$ cat src/rtl/elevator_ctrl_n_if.sv
// Request/status bundle between the system top and the elevator controller.
// The master side presses buttons, supplies the tick strobe and occupancy
// pulses; the slave side (the controller) reports car position and status.
interface elevator_ctrl_n_if #(
    parameter int FLOORS = 3,
    parameter int CAP    = 5
);
    localparam int FW = (FLOORS > 1) ? $clog2(FLOORS) : 1;
    localparam int CW = $clog2(CAP + 2);

    logic              tick;
    logic [FLOORS-1:0] call_ext;
    logic [FLOORS-1:0] call_int;
    logic              up;
    logic              down;
    logic [FW-1:0]     floor;
    logic [1:0]        engine;
    logic              door_open;
    logic              alarm;
    logic [CW-1:0]     people;
    logic [FLOORS-1:0] pending;

    modport master (
        output tick, call_ext, call_int, up, down,
        input  floor, engine, door_open, alarm, people, pending
    );

    modport slave (
        input  tick, call_ext, call_int, up, down,
        output floor, engine, door_open, alarm, people, pending
    );
endinterface

$ cat src/rtl/elevator_ctrl_n.sv
// Single-car SCAN elevator controller for FLOORS floors.
// Latches hall and cabin calls, keeps travelling in the current direction
// while calls remain ahead, then reverses. Door dwell and floor-to-floor
// travel are timed in ticks; an occupancy counter with an overload alarm
// keeps the door open while the car is overloaded.
module elevator_ctrl_n #(
    parameter int FLOORS       = 3,
    parameter int CAP          = 5,
    parameter int DOOR_TICKS   = 3,
    parameter int TRAVEL_TICKS = 2
) (
    input  logic              clk,
    input  logic              reset,
    elevator_ctrl_n_if.slave  bus
);
    localparam int FW  = (FLOORS > 1) ? $clog2(FLOORS) : 1;
    localparam int CW  = $clog2(CAP + 2);
    localparam int DTW = $clog2(DOOR_TICKS + 1);
    localparam int TTW = $clog2(TRAVEL_TICKS + 1);

    localparam logic [FW-1:0]  TOP_FLOOR   = FW'(FLOORS - 1);
    localparam logic [CW-1:0]  PEOPLE_MAX  = '1;
    localparam logic [CW-1:0]  PEOPLE_CAP  = CW'(CAP);
    localparam logic [DTW-1:0] DOOR_LOAD   = DTW'(DOOR_TICKS);
    localparam logic [TTW-1:0] TRAVEL_LOAD = TTW'(TRAVEL_TICKS);

    localparam logic [1:0] ENG_STOP = 2'b00;
    localparam logic [1:0] ENG_UP   = 2'b01;
    localparam logic [1:0] ENG_DOWN = 2'b10;

    typedef enum logic [1:0] {
        ST_IDLE,
        ST_MOVING,
        ST_DOOR_OPEN
    } state_t;

    state_t            state_reg;
    logic              dir_reg;            // 0 = up, 1 = down
    logic [FW-1:0]     floor_reg;
    logic [1:0]        engine_reg;
    logic              door_open_reg;
    logic [DTW-1:0]    door_timer_reg;
    logic [TTW-1:0]    travel_timer_reg;
    logic [FLOORS-1:0] pending_reg;
    logic [CW-1:0]     people_reg;
    logic              alarm_reg;

    logic [FLOORS-1:0] call_mask;
    logic [FLOORS-1:0] above_mask;
    logic [FLOORS-1:0] below_mask;
    logic [FLOORS-1:0] cur_onehot;
    logic [FLOORS-1:0] next_onehot;
    logic [FLOORS-1:0] pending_next;
    logic [FW-1:0]     floor_next;
    logic              ahead_up;
    logic              ahead_down;
    logic              ahead_fwd;
    logic              ahead_rev;
    logic              next_at_end;
    logic              repress;

    // Per-floor position masks relative to the current and the next floor.
    genvar gi;
    generate
        for (gi = 0; gi < FLOORS; gi++) begin : g_mask
            assign above_mask[gi]  = (int'(floor_reg) < gi);
            assign below_mask[gi]  = (int'(floor_reg) > gi);
            assign cur_onehot[gi]  = (int'(floor_reg) == gi);
            assign next_onehot[gi] = (int'(floor_next) == gi);
        end
    endgenerate

    assign call_mask  = bus.call_ext | bus.call_int;
    assign ahead_up   = |(pending_reg & above_mask);
    assign ahead_down = |(pending_reg & below_mask);
    assign ahead_fwd  = dir_reg ? ahead_down : ahead_up;
    assign ahead_rev  = dir_reg ? ahead_up   : ahead_down;

    // A press at the floor whose door is already open is served on the spot:
    // it never latches and instead restarts the dwell.
    assign repress = (state_reg == ST_DOOR_OPEN) && (|(call_mask & cur_onehot));

    // Next floor in the travel direction, clamped to the shaft.
    always_comb begin
        floor_next = floor_reg;
        if (!dir_reg && (floor_reg != TOP_FLOOR)) begin
            floor_next = floor_reg + FW'(1);
        end else if (dir_reg && (floor_reg != '0)) begin
            floor_next = floor_reg - FW'(1);
        end
    end

    assign next_at_end = (floor_next == '0) || (floor_next == TOP_FLOOR);

    // Call latch with the open-door floor masked out.
    always_comb begin
        pending_next = pending_reg | call_mask;
        if (state_reg == ST_DOOR_OPEN) begin
            pending_next = pending_next & ~cur_onehot;
        end
    end

    // Car FSM: call latch, direction, position, engine, door and both timers.
    always_ff @(posedge clk or negedge reset) begin
        if (!reset) begin
            state_reg        <= ST_IDLE;
            dir_reg          <= 1'b0;
            floor_reg        <= '0;
            engine_reg       <= ENG_STOP;
            door_open_reg    <= 1'b0;
            door_timer_reg   <= '0;
            travel_timer_reg <= '0;
            pending_reg      <= '0;
        end else begin
            pending_reg <= pending_next;
            if (repress) begin
                door_timer_reg <= DOOR_LOAD;
            end
            if (bus.tick) begin
                case (state_reg)
                    ST_IDLE: begin
                        if (pending_reg[floor_reg]) begin
                            state_reg      <= ST_DOOR_OPEN;
                            door_open_reg  <= 1'b1;
                            door_timer_reg <= DOOR_LOAD;
                            pending_reg    <= pending_next & ~cur_onehot;
                        end else if (ahead_fwd) begin
                            state_reg        <= ST_MOVING;
                            engine_reg       <= dir_reg ? ENG_DOWN : ENG_UP;
                            travel_timer_reg <= TRAVEL_LOAD;
                        end else if (ahead_rev) begin
                            state_reg        <= ST_MOVING;
                            dir_reg          <= ~dir_reg;
                            engine_reg       <= dir_reg ? ENG_UP : ENG_DOWN;
                            travel_timer_reg <= TRAVEL_LOAD;
                        end
                    end
                    ST_MOVING: begin
                        if (travel_timer_reg <= TTW'(1)) begin
                            floor_reg <= floor_next;
                            if (pending_reg[floor_next]) begin
                                state_reg        <= ST_DOOR_OPEN;
                                engine_reg       <= ENG_STOP;
                                door_open_reg    <= 1'b1;
                                door_timer_reg   <= DOOR_LOAD;
                                travel_timer_reg <= '0;
                                pending_reg      <= pending_next & ~next_onehot;
                            end else if (next_at_end) begin
                                // Unreachable while calls only clear on arrival;
                                // park safely rather than drive into the end stop.
                                state_reg        <= ST_IDLE;
                                engine_reg       <= ENG_STOP;
                                travel_timer_reg <= '0;
                            end else begin
                                travel_timer_reg <= TRAVEL_LOAD;
                            end
                        end else begin
                            travel_timer_reg <= travel_timer_reg - TTW'(1);
                        end
                    end
                    ST_DOOR_OPEN: begin
                        if (!repress) begin
                            if (door_timer_reg <= DTW'(1)) begin
                                if (alarm_reg) begin
                                    door_timer_reg <= DOOR_LOAD;
                                end else begin
                                    state_reg      <= ST_IDLE;
                                    door_open_reg  <= 1'b0;
                                    door_timer_reg <= '0;
                                end
                            end else begin
                                door_timer_reg <= door_timer_reg - DTW'(1);
                            end
                        end
                    end
                    default: begin
                        state_reg     <= ST_IDLE;
                        engine_reg    <= ENG_STOP;
                        door_open_reg <= 1'b0;
                    end
                endcase
            end
        end
    end

    // Occupancy counter, active only while the door is open; alarm lags by one clk.
    always_ff @(posedge clk or negedge reset) begin
        if (!reset) begin
            people_reg <= '0;
            alarm_reg  <= 1'b0;
        end else begin
            alarm_reg <= (people_reg > PEOPLE_CAP);
            if (door_open_reg) begin
                if (bus.up && !bus.down && (people_reg != PEOPLE_MAX)) begin
                    people_reg <= people_reg + CW'(1);
                end else if (bus.down && !bus.up && (people_reg != '0)) begin
                    people_reg <= people_reg - CW'(1);
                end
            end
        end
    end

    assign bus.floor     = floor_reg;
    assign bus.engine    = engine_reg;
    assign bus.door_open = door_open_reg;
    assign bus.alarm     = alarm_reg;
    assign bus.people    = people_reg;
    assign bus.pending   = pending_reg;

endmodule

$ cat src/flat_wrapper.sv
// flat-port wrapper written by rule: the top's interface ports become plain ports
module elevator_ctrl_n_flat 
#(
    parameter int FLOORS       = 3,
    parameter int CAP          = 5,
    parameter int DOOR_TICKS   = 3,
    parameter int TRAVEL_TICKS = 2
)
  (clk, reset, bus_tick, bus_call_ext, bus_call_int, bus_up, bus_down, bus_floor, bus_engine, bus_door_open, bus_alarm, bus_people, bus_pending);
  elevator_ctrl_n_if #(.FLOORS(FLOORS), .CAP(CAP)) bus_i ();
  input  logic clk;
  input  logic reset;
  input wire logic [$bits(bus_i.tick)-1:0] bus_tick;
  input wire logic [$bits(bus_i.call_ext)-1:0] bus_call_ext;
  input wire logic [$bits(bus_i.call_int)-1:0] bus_call_int;
  input wire logic [$bits(bus_i.up)-1:0] bus_up;
  input wire logic [$bits(bus_i.down)-1:0] bus_down;
  output wire logic [$bits(bus_i.floor)-1:0] bus_floor;
  output wire logic [$bits(bus_i.engine)-1:0] bus_engine;
  output wire logic [$bits(bus_i.door_open)-1:0] bus_door_open;
  output wire logic [$bits(bus_i.alarm)-1:0] bus_alarm;
  output wire logic [$bits(bus_i.people)-1:0] bus_people;
  output wire logic [$bits(bus_i.pending)-1:0] bus_pending;
  assign bus_i.tick = bus_tick;
  assign bus_i.call_ext = bus_call_ext;
  assign bus_i.call_int = bus_call_int;
  assign bus_i.up = bus_up;
  assign bus_i.down = bus_down;
  assign bus_floor = bus_i.floor;
  assign bus_engine = bus_i.engine;
  assign bus_door_open = bus_i.door_open;
  assign bus_alarm = bus_i.alarm;
  assign bus_people = bus_i.people;
  assign bus_pending = bus_i.pending;
  elevator_ctrl_n #(.FLOORS(FLOORS), .CAP(CAP), .DOOR_TICKS(DOOR_TICKS), .TRAVEL_TICKS(TRAVEL_TICKS)) u_core (.clk(clk), .reset(reset), .bus(bus_i));
endmodule
$ cat config.mk
export PLATFORM = sky130hd
export DESIGN_NAME = elevator_ctrl_n_flat
export DESIGN_NICKNAME = d
export VERILOG_FILES = /design/src/rtl/elevator_ctrl_n_if.sv /design/src/rtl/elevator_ctrl_n.sv /design/src/flat_wrapper.sv
export SDC_FILE = /design/constraint.sdc
export NUM_CORES = 1
export LEC_CHECK = 0
export ABC_CLOCK_PERIOD_IN_PS = 6700
export BUFFER_PORTS_ARGS = -buffer_cell sky130_fd_sc_hd__buf_4
export CAP_MARGIN = 15
export CELL_PAD_IN_SITES_DETAIL_PLACEMENT = 1
export CELL_PAD_IN_SITES_GLOBAL_PLACEMENT = 1
export CORE_MARGIN = 1.5
export CORE_UTILIZATION = 45
export CTS_CLUSTER_SIZE = 20
export DETAILED_ROUTE_END_ITERATION = 8
export PLACE_DENSITY = 0.88
export RECOVER_POWER = 25
export SLEW_MARGIN = 20
export SYNTH_ARGS = -nofsm -noshare
export SYNTH_HDL_FRONTEND = slang
export SYNTH_SLANG_ARGS = --single-unit
$ cat constraint.sdc
create_clock -name clk -period 6.7 [get_ports clk]
set_clock_uncertainty 0.1 [all_clocks]
set_input_delay 1.005 -clock clk [delete_from_list [all_inputs] [get_ports clk]]
set_output_delay 1.005 -clock clk [all_outputs]
set_load 0.02 [all_outputs]
==> results summary <==
The worst-case headroom to the max-slew limit is 31.5%. The sequential area share after synthesis came out at 35.6%. The initial core utilization is 48.0%. STA classifies the critical path startpoint as a register. Clock latency on the worst-skew pair, taken at its later pin, is 0.31 ns. After synthesis, the cell types taking the most area are dfrtp_1 36%, ha_1 4.7%, o21ai_0 3.7%.

The cell with the biggest individual delay on the critical path is dfrtp_1. The synthesized instance count is about 130. The count of fill cells added during filler insertion came out at 343.

STA classifies the critical path endpoint as a register. After synthesis the cells add up to 1340 sq um. The sum of routed wire segments on met1 is 1540 microns. Setup violations remaining at the end of the flow were counted as 0. The floorplan die area came out at 3310 sq um. The via count of the first global-routing pass was 1252.

The required time of the worst setup path came out at 6.80 ns. The growth of design area from synthesis to finish came out at 14.5%. CTS saw 19 sinks. The reported max-cap violation count came out at 0. The first-iteration detailed-routing DRC count came out at 37. In this run the critical register-to-register path is launched from u_core.bus.floor[1]$_DFFE_PN0P_. The highest routed metal layer is met4. Registers take 475 sq um. During placement, the flow inserted port buffers numbering 22. The maximum clock frequency came out at 366 MHz. The floorplan row count is 19. In the post-route analysis, the smallest setup slack over all paths is 3.97 ns.

The most common cell in the synthesized netlist is dfrtp_1. The post-route DRC violation count came out at 0. The total number of vias came out at ~1200. The number of optimization iterations in the first detailed-route pass is 4. The capturing instance or port of the critical path is u_core.state_reg[1]$_DFFE_PN0P_. In the final layout, the share of cells above drive strength 1 is between 20% and 30%.

The count of nets left with antenna violations after detail routing came out at 0. The cell depth of the worst hold path came out at 2. The clock tree from TritonCTS is done. Yosys printed 0 warnings. The number of top-level pins came out at 23. The final critical delay including setup and external delays came out at about 2.7 ns. The pre-CTS setup slack is about 4.0 ns. The synthesized area divided by synthesized cell count came out at around 10 sq um. The synthesis-stage register bit count is 19. The post-synth net total came out at 150. Among the stages of the critical path, the cell type that occurs most often is mux2_4. In this run the clock root is driven by a clkbuf_4. The congestion estimate from routability-driven global placement came to 0.914. In this run the worst setup path begins at u_core.bus.floor[1]$_DFFE_PN0P_. The total leakage power came out at 0.640 nW.

The largest fanout of any net on the critical path came out at 8. The number of antenna violations at the first check in global routing is 0. For this run, the leading register cell type out of synthesis is dfrtp_1. Setup repair after global routing left no endpoint under its margin. In this run the deepest clock path goes through 2 buffers. Clock tree synthesis inserted a total of 3 buffers. After floorplanning, the core was sized to cover 2780 sq um. The run finished with clean final reports.

Measured along the x axis, the die boundary spans 57.5 microns. The number of failing hold endpoints at the final stage is 0. The clock slew seen by the registers of the worst setup and hold paths came out at between 0.1 and 0.15 ns. The path class of the tightest hold or removal check is reg -> reg. The post-layout utilization of the core came out at 55.0%.

The number of instances resized during post-cts repair is 0. The detailed-routed wire length on met2 is 1710 microns. The average via count per standard cell came out at 6.22.

The worst-case register-to-register setup slack came out at 3.97 ns. For this run, the total global-route usage over all layers was measured as 23.8%. In the synthesized netlist, the cells that appear most often are 19 x dfrtp_1, 11 x nand2_1, 10 x o21ai_0, 8 x inv_1, 8 x nor2_1. The routed design has 3460 microns of wire. The post-CTS setup buffer count came out at 0. The final number of max-transition violations came out at 0. Overall power consumption after layout is estimated at 0.000846 W. For this design the ratio of total power to cell area is 553 nW/um^2. The endpoint of the lowest-slack register-to-register path is u_core.state_reg[1]$_DFFE_PN0P_.

Dividing the detail-routed wire length by the instance count gives 18.5 microns. The amount of wire on met3 after detailed routing came out at 114 microns. After routing, the total negative slack on setup checks comes to 0 ns. The worst IR drop on VDD came out at 0.000317 V. For the pin with the worst max-slew slack, the measured transition is 1.03 ns. The count of flip-flops with a built-in enable after synthesis is 0. The floorplan step set the die height to 57.5 microns.

The setup path with the least slack is of type reg -> reg. The total half-perimeter wirelength after legalization and detailed placement came out at roughly 2700 microns. The repair_antennas step left the layout with diodes totalling 0.

The overall overflow remaining after global route came out at 0. The maximum level of the CTS H-tree is 1. The largest total area in the synthesized netlist belongs to dfrtp_1. Traced cell by cell, the critical path runs through inv_1, ha_1, mux2_4, a211oi_2, mux2_4, o311ai_2, o21ai_1. The share of flip-flops with an asynchronous set or reset is 100%. The stage delay of the slowest cell on the critical path is 0.57 ns. Entering global routing, the biggest net connects 20 pins. Synthesis instantiated between 40 and 50 different standard cells from the library.

The multi-input combinational cells in the finished layout cover a total of 793 sq um. Summed over its instances, the top area cell type makes up 35.6% of the synthesized netlist area. The wire length of the first global-routing pass came out at ~6000 microns. The number of cells on the worst reg-to-reg path is 7. The final layout contains 174 nets. STA puts the critical path data arrival time at 2.84 ns. The final critical path takes up 40.8% of the cycle. For this design, the CTS-stage hold fixing added 0 buffers.
-- critical path: cells and delay by family (launching register included) --
kind                     cells  cell delay (ns)
adder cells (fa/ha/maj)      1             0.31
multiplexers                 2             0.66
flip-flops                   1             0.57
buffers and inverters        1             0.24
AO/OA/AOI/OAI                3             0.74
-- layer usage --
layer  up-vias  track usage (%)
li1        547                -
met1       585             30.4
met2        24             40.3
met3         8             2.95
met4         0             10.3
met5         -                0
-- placed cells by master, fill, tap and decap left out, drive strengths merged, types with 2 or more instances in the layout --
| master | instances |
|---|---|
| nand2b | 5 |
| a211o | 2 |
| nor2 | 8 |
| nor3 | 4 |
| o22ai | 4 |
| mux2 | 4 |
| ha | 5 |
| nand2 | 11 |
| nor3b | 2 |
| o311ai | 4 |
| o32ai | 2 |
| clkbuf | 4 |
| a221oi | 2 |
| o21ai | 12 |
| a31oi | 2 |
| and2 | 2 |
| a21oi | 4 |
| o21a | 2 |
| dfrtp | 19 |
| xnor2 | 5 |
| clkinv | 2 |
| inv | 8 |
| buf | 21 |
-- report_power, final --
part           total (W)  switching [W]  internal [W]
clock network  0.0000643      0.0000420     0.0000223
logic           0.000539       0.000304      0.000236
registers       0.000243      0.0000796      0.000163
-- layout make-up --
class,instances,area share (%)
sequential,19,31.1
tap,31,2.53
inverter,9,2.21
clock inverter,1,0.327
multi-input combinational,102,51.8
timing repair buffer,22,10.5
clock buffer,3,1.47
-- metrics by stage --
stage | instances | cell area [sq um] | hold slack [ns]
finish | 187 | 1530 | 0.419
global route | 187 | 1530 | 0.478
CTS | 187 | 1530 | 0.422
detailed placement | 183 | 1510 | 0.395
global placement | 183 | 1510 | 0.393
floorplan | 133 | 1340 | 0.372
-- how the worst min path moves through the flow --
| stage | start | endpoint | slack, ns |
|---|---|---|---|
| 4_1_cts | u_core.travel_timer_reg[0]$_DFFE_PN0P_ | u_core.travel_timer_reg[0]$_DFFE_PN0P_ | 0.42 |
| 3_3_place_gp | u_core.travel_timer_reg[0]$_DFFE_PN0P_ | u_core.travel_timer_reg[0]$_DFFE_PN0P_ | 0.39 |
| 5_1_grt | u_core.bus.people[2]$_DFFE_PN0P_ | u_core.bus.people[2]$_DFFE_PN0P_ | 0.48 |
| 3_5_place_dp | u_core.travel_timer_reg[0]$_DFFE_PN0P_ | u_core.travel_timer_reg[0]$_DFFE_PN0P_ | 0.40 |
| 6_report | u_core.travel_timer_reg[0]$_DFFE_PN0P_ | u_core.travel_timer_reg[0]$_DFFE_PN0P_ | 0.42 |
| 2_1_floorplan | u_core.travel_timer_reg[0]$_DFFE_PN0P_ | u_core.travel_timer_reg[0]$_DFFE_PN0P_ | 0.37 |
-- kinds of logic after synthesis --
group | synth area share (%)
AO/OA/AOI/OAI | 29.8
XOR/XNOR | 3.93
buffers and inverters | 5.06
multiplexers | 4.68
AND/OR/NAND/NOR | 14.8
flip-flops | 35.6
adder cells (fa/ha/maj) | 6.18
Power figures use the tool's default switching activity.
